## config.mk

```make
export PLATFORM = sky130hd
export DESIGN_NAME = led_bargraph_driver
export DESIGN_NICKNAME = d
export VERILOG_FILES = /design/src/rtl/led_bar_pkg.sv /design/src/rtl/led_pwm_gen.sv /design/src/rtl/led_bargraph_driver.sv
export SDC_FILE = /design/constraint.sdc
export NUM_CORES = 1
export LEC_CHECK = 0
export ABC_AREA = 1
export BUFFER_PORTS_ARGS = -buffer_cell sky130_fd_sc_hd__buf_2
export CORE_MARGIN = 3
export CORE_UTILIZATION = 50
export CTS_CLUSTER_SIZE = 8
export DETAILED_ROUTE_END_ITERATION = 7
export GPL_TIMING_DRIVEN = 0
export PLACE_DENSITY_LB_ADDON = 0.3
export SETUP_SLACK_MARGIN = 0.05
export SYNTH_ARGS = -nofsm -noshare
export SYNTH_HDL_FRONTEND = slang
export SYNTH_SLANG_ARGS = --single-unit
```

## constraint.sdc

```tcl
create_clock -name clk_i -period 2.2 [get_ports clk_i]
set_input_delay 0.11 -clock clk_i [delete_from_list [all_inputs] [get_ports clk_i]]
set_output_delay 0.11 -clock clk_i [all_outputs]
set_load 0.005 [all_outputs]
```

## src/rtl/led_bar_pkg.sv

```systemverilog
// rtl/led_bar_pkg.sv - shared widths and peak-hold state encoding for the LED bargraph
// Contents: LEVEL_W (activity level width), DUTY_W (PWM step width), peak_state_e.
package led_bar_pkg;

    localparam int LEVEL_W = 6;
    localparam int DUTY_W  = 4;

    typedef enum logic [1:0] {
        IDLE  = 2'd0,
        HOLD  = 2'd1,
        DECAY = 2'd2
    } peak_state_e;

endpackage

```

## src/rtl/led_pwm_gen.sv

```systemverilog
// rtl/led_pwm_gen.sv - free-running prescaler and 4-bit PWM step counter
// Ports:
//   clk_i   - system clock
//   rst_i   - asynchronous active-high reset
//   pwm_cnt - current PWM step 0..15, advances once every PWM_PRESCALE clocks
module led_pwm_gen
    import led_bar_pkg::*;
#(
    parameter int PWM_PRESCALE = 256
) (
    input  logic              clk_i,
    input  logic              rst_i,
    output logic [DUTY_W-1:0] pwm_cnt
);

    localparam int PRE_W = (PWM_PRESCALE > 1) ? $clog2(PWM_PRESCALE) : 1;
    localparam logic [PRE_W-1:0] PRE_MAX = PRE_W'(PWM_PRESCALE - 1);

    logic [PRE_W-1:0] pre_cnt;

    // With PWM_PRESCALE == 1 the prescaler sits at 0 and pwm_cnt steps every clock.
    always_ff @(posedge clk_i or posedge rst_i) begin
        if (rst_i) begin
            pre_cnt <= '0;
            pwm_cnt <= '0;
        end else if (pre_cnt == PRE_MAX) begin
            pre_cnt <= '0;
            pwm_cnt <= pwm_cnt + 1'b1;
        end else begin
            pre_cnt <= pre_cnt + 1'b1;
        end
    end

endmodule

```

## src/rtl/led_bargraph_driver.sv

```systemverilog
// rtl/led_bargraph_driver.sv - LED bar display of the 6-bit activity level with PWM partial LED and peak marker
// Optional feature macro: LED_BARGRAPH_PEAK_HOLD_EN (peak-hold FSM and marker LED).
// Ports:
//   clk_i         - system clock
//   rst_i         - asynchronous active-high reset
//   level_valid_i - single-cycle strobe qualifying level6_i
//   level6_i      - activity level 0..63
//   enable_i      - display enable, low blanks led_o
//   led_o         - registered LED drive, bit 0 = bottom of bar
//   peak_o        - current peak-hold value (0 when the peak feature is not built)
module led_bargraph_driver
    import led_bar_pkg::*;
#(
    parameter int NUM_LEDS      = 6,
    parameter int PWM_PRESCALE  = 256,
    parameter int HOLD_UPDATES  = 512,
    parameter int DECAY_UPDATES = 32
) (
    input  logic                clk_i,
    input  logic                rst_i,
    input  logic                level_valid_i,
    input  logic [LEVEL_W-1:0]  level6_i,
    input  logic                enable_i,
    output logic [NUM_LEDS-1:0] led_o,
    output logic [LEVEL_W-1:0]  peak_o
);

    localparam int IDX_W    = $clog2(NUM_LEDS + 1);
    localparam int SCALED_W = LEVEL_W + IDX_W;
    localparam logic [SCALED_W-1:0] NUM_LEDS_S = SCALED_W'(NUM_LEDS);

    logic [LEVEL_W-1:0]  level_q;
    logic [DUTY_W-1:0]   pwm_cnt;
    logic [SCALED_W-1:0] scaled;
    logic [IDX_W-1:0]    full;
    logic [DUTY_W-1:0]   duty;
    logic [1:0]          scaled_unused;
    logic [NUM_LEDS-1:0] bar;
    logic [NUM_LEDS-1:0] marker;

    led_pwm_gen #(
        .PWM_PRESCALE(PWM_PRESCALE)
    ) u_pwm (
        .clk_i  (clk_i),
        .rst_i  (rst_i),
        .pwm_cnt(pwm_cnt)
    );

    always_ff @(posedge clk_i or posedge rst_i) begin
        if (rst_i) begin
            level_q <= '0;
        end else if (level_valid_i) begin
            level_q <= level6_i;
        end
    end

    // level*NUM_LEDS/64: integer part selects the partial LED, next 4 bits are its duty.
    assign scaled = SCALED_W'(level_q) * NUM_LEDS_S;
    assign {full, duty, scaled_unused} = scaled;

    always_comb begin
        bar = '0;
        for (int k = 0; k < NUM_LEDS; k++) begin
            if (IDX_W'(k) < full) begin
                bar[k] = 1'b1;
            end else if ((IDX_W'(k) == full) && (pwm_cnt < duty)) begin
                bar[k] = 1'b1;
            end
        end
    end

`ifdef LED_BARGRAPH_PEAK_HOLD_EN
    localparam int HOLD_W  = (HOLD_UPDATES > 1) ? $clog2(HOLD_UPDATES) : 1;
    localparam int DECAY_W = (DECAY_UPDATES > 1) ? $clog2(DECAY_UPDATES) : 1;
    localparam logic [HOLD_W-1:0]  HOLD_LOAD  = HOLD_W'(HOLD_UPDATES - 1);
    localparam logic [DECAY_W-1:0] DECAY_LOAD = DECAY_W'(DECAY_UPDATES - 1);

    peak_state_e         state;
    logic [LEVEL_W-1:0]  peak_q;
    logic [HOLD_W-1:0]   hold_cnt;
    logic [DECAY_W-1:0]  decay_cnt;
    logic [SCALED_W-1:0] peak_scaled;
    logic [IDX_W-1:0]    peak_idx;
    logic [LEVEL_W-1:0]  peak_frac_unused;

    // Only accepted updates advance the FSM; the time base is the update stream.
    always_ff @(posedge clk_i or posedge rst_i) begin
        if (rst_i) begin
            state     <= IDLE;
            peak_q    <= '0;
            hold_cnt  <= '0;
            decay_cnt <= '0;
        end else if (level_valid_i) begin
            if ((level6_i >= peak_q) && (level6_i != '0)) begin
                peak_q   <= level6_i;
                hold_cnt <= HOLD_LOAD;
                state    <= HOLD;
            end else begin
                case (state)
                    HOLD: begin
                        if (hold_cnt == '0) begin
                            state     <= DECAY;
                            decay_cnt <= DECAY_LOAD;
                        end else begin
                            hold_cnt <= hold_cnt - 1'b1;
                        end
                    end
                    DECAY: begin
                        if (decay_cnt == '0) begin
                            peak_q    <= peak_q - 1'b1;
                            decay_cnt <= DECAY_LOAD;
                            if (peak_q == LEVEL_W'(1)) begin
                                state <= IDLE;
                            end
                        end else begin
                            decay_cnt <= decay_cnt - 1'b1;
                        end
                    end
                    default: begin
                    end
                endcase
            end
        end
    end

    assign peak_scaled = SCALED_W'(peak_q) * NUM_LEDS_S;
    assign {peak_idx, peak_frac_unused} = peak_scaled;

    // A zero peak means nothing is held, so no marker (otherwise LED0 would glow at idle).
    always_comb begin
        marker = '0;
        for (int k = 0; k < NUM_LEDS; k++) begin
            if ((peak_q != '0) && (IDX_W'(k) == peak_idx)) begin
                marker[k] = 1'b1;
            end
        end
    end

    assign peak_o = peak_q;
`else
    assign marker = '0;
    assign peak_o = '0;
`endif

    always_ff @(posedge clk_i or posedge rst_i) begin
        if (rst_i) begin
            led_o <= '0;
        end else begin
            led_o <= enable_i ? (bar | marker) : '0;
        end
    end

endmodule

```

==> flow_summary_export.csv <==
group,metric,value,unit
setup_path,worstSetupPathType,"reg2reg",
setup_path,r2r_slack,80,ps
place,place_worst_setup_slack,-60.23,ps
logic_synthesis,yosysMostFrequentCell,"nand2_1",
timing,hold_viol,24,
floorplan,initial_core_util,0.5418,
clock_network,clkTransAtPathRegs,120,ps
logic_synthesis,synth_cell_types,22,
routing,first_iter_violations,22,
setup_path,start_kind,"flop",
timing,skew,4.111,ps
setup_path,cp_slowest_stage_delay,440,ps
power,peakVddDrop,0.4025,mV
clock_network,tritoncts,"built",
place,portBuffers,14,
floorplan,die_area,3424,um2
run_status,violations,"negative hold slack",
logic_synthesis,ys_seq_area_frac,0.4356,
layout,n_antenna_cell,0,
place,dp_hpwl,1617,um
logic_synthesis,ys_seq_elements,24,
clock_network,clock_path_buffers,2,
logic_synthesis,syn_area,1379,um2
timing,fin_hold_ws,-36.91,ps
clock_network,cts_sinks,24,
routing,routedWlPerCell,10.14,um
logic_synthesis,yosys_warnings,0,
min_path,min_path_type,"in2async",
logic_synthesis,synthFlopType,"dfrtp_1",
logic_synthesis,synth-async-reset-ratio,1.000,
job,drv_cap,0,
timing,relSlewSlack,0.4165,
power,total_power,0.9186,mW
global_route,grt_pass1_vias,1006,
routing,num_vias,1023,
setup_path,crit_chain,"ha_1 -> nand2_1 -> inv_2 -> a21oi_2 -> xor2_1 -> ha_1 -> a21oi_2 -> inv_1 -> a21oi_2 -> nand2_1 -> nand2_1 -> nand2_1 -> nor2_1",
setup_path,cpMaxStageDelayCell,"dfrtp_1",
layout,finalNetCount,212,
layout,syn_to_final_growth,16.52,%
logic_synthesis,synth.area.top_cells,"dfrtp_1 (44%), nand2_1 (11%), ha_1 (10%), inv_1 (6.5%), xor2_1 (5.1%)",
timing,period_needed,2120,ps
timing,setup_viol,0,
timing,rsz0062_at_grt,"yes",
setup_path,cp-end-kind,"flop",
setup_path,startpoint,"level_q[2]",
floorplan,coreArea,2545,um2
setup_path,reg2reg_from,"level_q[2]",
routing,drt_pass1_iterations,4,
setup_path,worstRegToRegCells,13,
logic_synthesis,synth_top_cell_by_area,"dfrtp_1",
clock_network,cts_made_buffers,3,
clock_network,root_buffer,"clkbuf_4",
logic_synthesis,synth.cells.most_frequent,"nand2_1 (40), dfrtp_1 (24), inv_1 (24), nor2_1 (13), ha_1 (11)",
logic_synthesis,synth_area_per_cell,8.564,um2
floorplan,die_w,58.52,um
clock_network,cts.htree.levels,1,
timing,tightest_slew,874.3,ps
timing,fmax,0.4717,GHz
layout,drive_above_1_share,0.1968,
routing,drc,0,
global_route,overflow,0,
setup_path,crit_cells,13,
global_route,grt_max_degree,25,
logic_synthesis,synth_top_cell_area_share,0.4356,
setup_path,cp_common_cell,"nand2_1",
global_route,antenna_found_initial,0,
place,routabilityCongestion,0.8516,
setup_path,rr_endpoint,"led_o[3]",
floorplan,placementRows,18,
routing,via_per_inst,4.693,
power,cellPowerDensity,571.8,nW/um2
floorplan,io_pins,22,
layout,postLayoutCoreUtil,0.6313,
power,p_leak,0.9204,nW
run_status,status,"complete, but fails checks",
floorplan,die_h,58.52,um
clock_network,clk_latency,310,ps
setup_path,path_max_fanout,3,
layout,fillers,212,
routing,wirelength,2211,um
setup_path,required,2450,ps
timing,period_share,0.9636,
global_route,grt_pass1_wl,3960,um
setup_path,path_buf_inv,2,
global_route,grt_usage,0.1501,
timing,fin_ws,80.17,ps
routing,ant_nets,0,
logic_synthesis,netlist_instances,161,
setup_path,crit_arrival,2370,ps
setup_path,cp_top_family,"adder cells",
timing,slew_violations,0,
logic_synthesis,synth_edf_count,0,
## what timing repair did
item                                    4_1_cts  5_1_grt
endpoints found under the hold margin         4        0
hold buffers                                  4        0
pin swaps                                     0        5
endpoints found under the setup margin        4        6
buffers inserted                              0        1
resized for setup                             4        4
## cell type report
class | instances | area [um2] | share of cell area
multi-input combinational | 111 | 689.4 | 0.4291
sequential | 24 | 600.6 | 0.3738
timing repair buffer | 19 | 117.6 | 0.07321
inverter | 24 | 90.09 | 0.05607
buffer | 7 | 48.80 | 0.03037
tap | 30 | 37.54 | 0.02336
clock buffer | 3 | 22.52 | 0.01402
## routing by layer
layer	GRT usage	vias to the layer above	routed length [um]
met2	0.2568	21	1076
li1	-	551	-
met4	0.06291	0	31
met3	0.03070	4	97
met1	0.1828	447	1006
met5	0	-	0
## how the worst max path moves through the flow
stage | end
global placement | led_o[3]
detailed placement | led_o[3]
global route | led_o[3]
CTS | led_o[3]
floorplan | led_o[3]
finish | led_o[3]
## report_power, final
part           internal, mW  switching, mW
Combinational         0.109          0.143
Clock                0.0640          0.122
Sequential            0.467         0.0133
Total                 0.640          0.278
## layout by cell type (no fill, tap or decap)
| cell type | count |
|---|---|
| nand2_1 | 39 |
| dfrtp_1 | 24 |
| inv_1 | 23 |
| buf_2 | 14 |
| nor2_1 | 13 |
| ha_1 | 9 |
| xor2_1 | 8 |
| nand3_1 | 8 |
| buf_4 | 7 |
| conb_1 | 6 |
| o21ai_0 | 5 |
| dlygate4sd3_1 | 4 |
| a21oi_2 | 3 |
| a21oi_1 | 3 |
| nand4_1 | 3 |
| clkbuf_4 | 3 |
| mux2_2 | 2 |
| xnor2_1 | 2 |
| nand2_2 | 2 |
| nand4_2 | 1 |
| nor3_4 | 1 |
| clkbuf_1 | 1 |
| nor3b_1 | 1 |
| inv_2 | 1 |
| nand3b_1 | 1 |
| nor3_1 | 1 |
| fa_2 | 1 |
| ha_4 | 1 |
| ha_2 | 1 |
## flip-flops by register name, indices dropped and copies added (netlist names)
name / flops
led_o: 6
level_q: 6
u_pwm.pre_cnt: 8
u_pwm.pwm_cnt: 4
## cell families (layout without fill, tap and decap cells)
| kind of cell | Yosys count | in the layout | synth area share |
|---|---|---|---|
| AO/OA/AOI/OAI | 11 | 11 | 0.03993 |
| XOR/XNOR | 10 | 10 | 0.06353 |
| adder cells (fa/ha/maj) | 12 | 12 | 0.1143 |
| buffers and inverters | 31 | 53 | 0.1007 |
| flip-flops | 24 | 24 | 0.4356 |
| multiplexers | 2 | 2 | 0.01633 |
| other | 1 | 6 | 0.002720 |
| AND/OR/NAND/NOR | 70 | 70 | 0.2269 |
## stage by stage
stage	setup TNS (ps)	cell area, um2	std cells	hold WS [ps]
after floorplan	0	1398	166	124.6
after global placement	-32.87	1505	210	317.2
after detailed placement	-91.14	1505	210	323.5
after CTS	0	1590	217	0.5534
after global routing	-195.2	1607	218	10.44
final	0	1607	218	-36.91
Note: power is estimated with default switching activity, not from simulation.
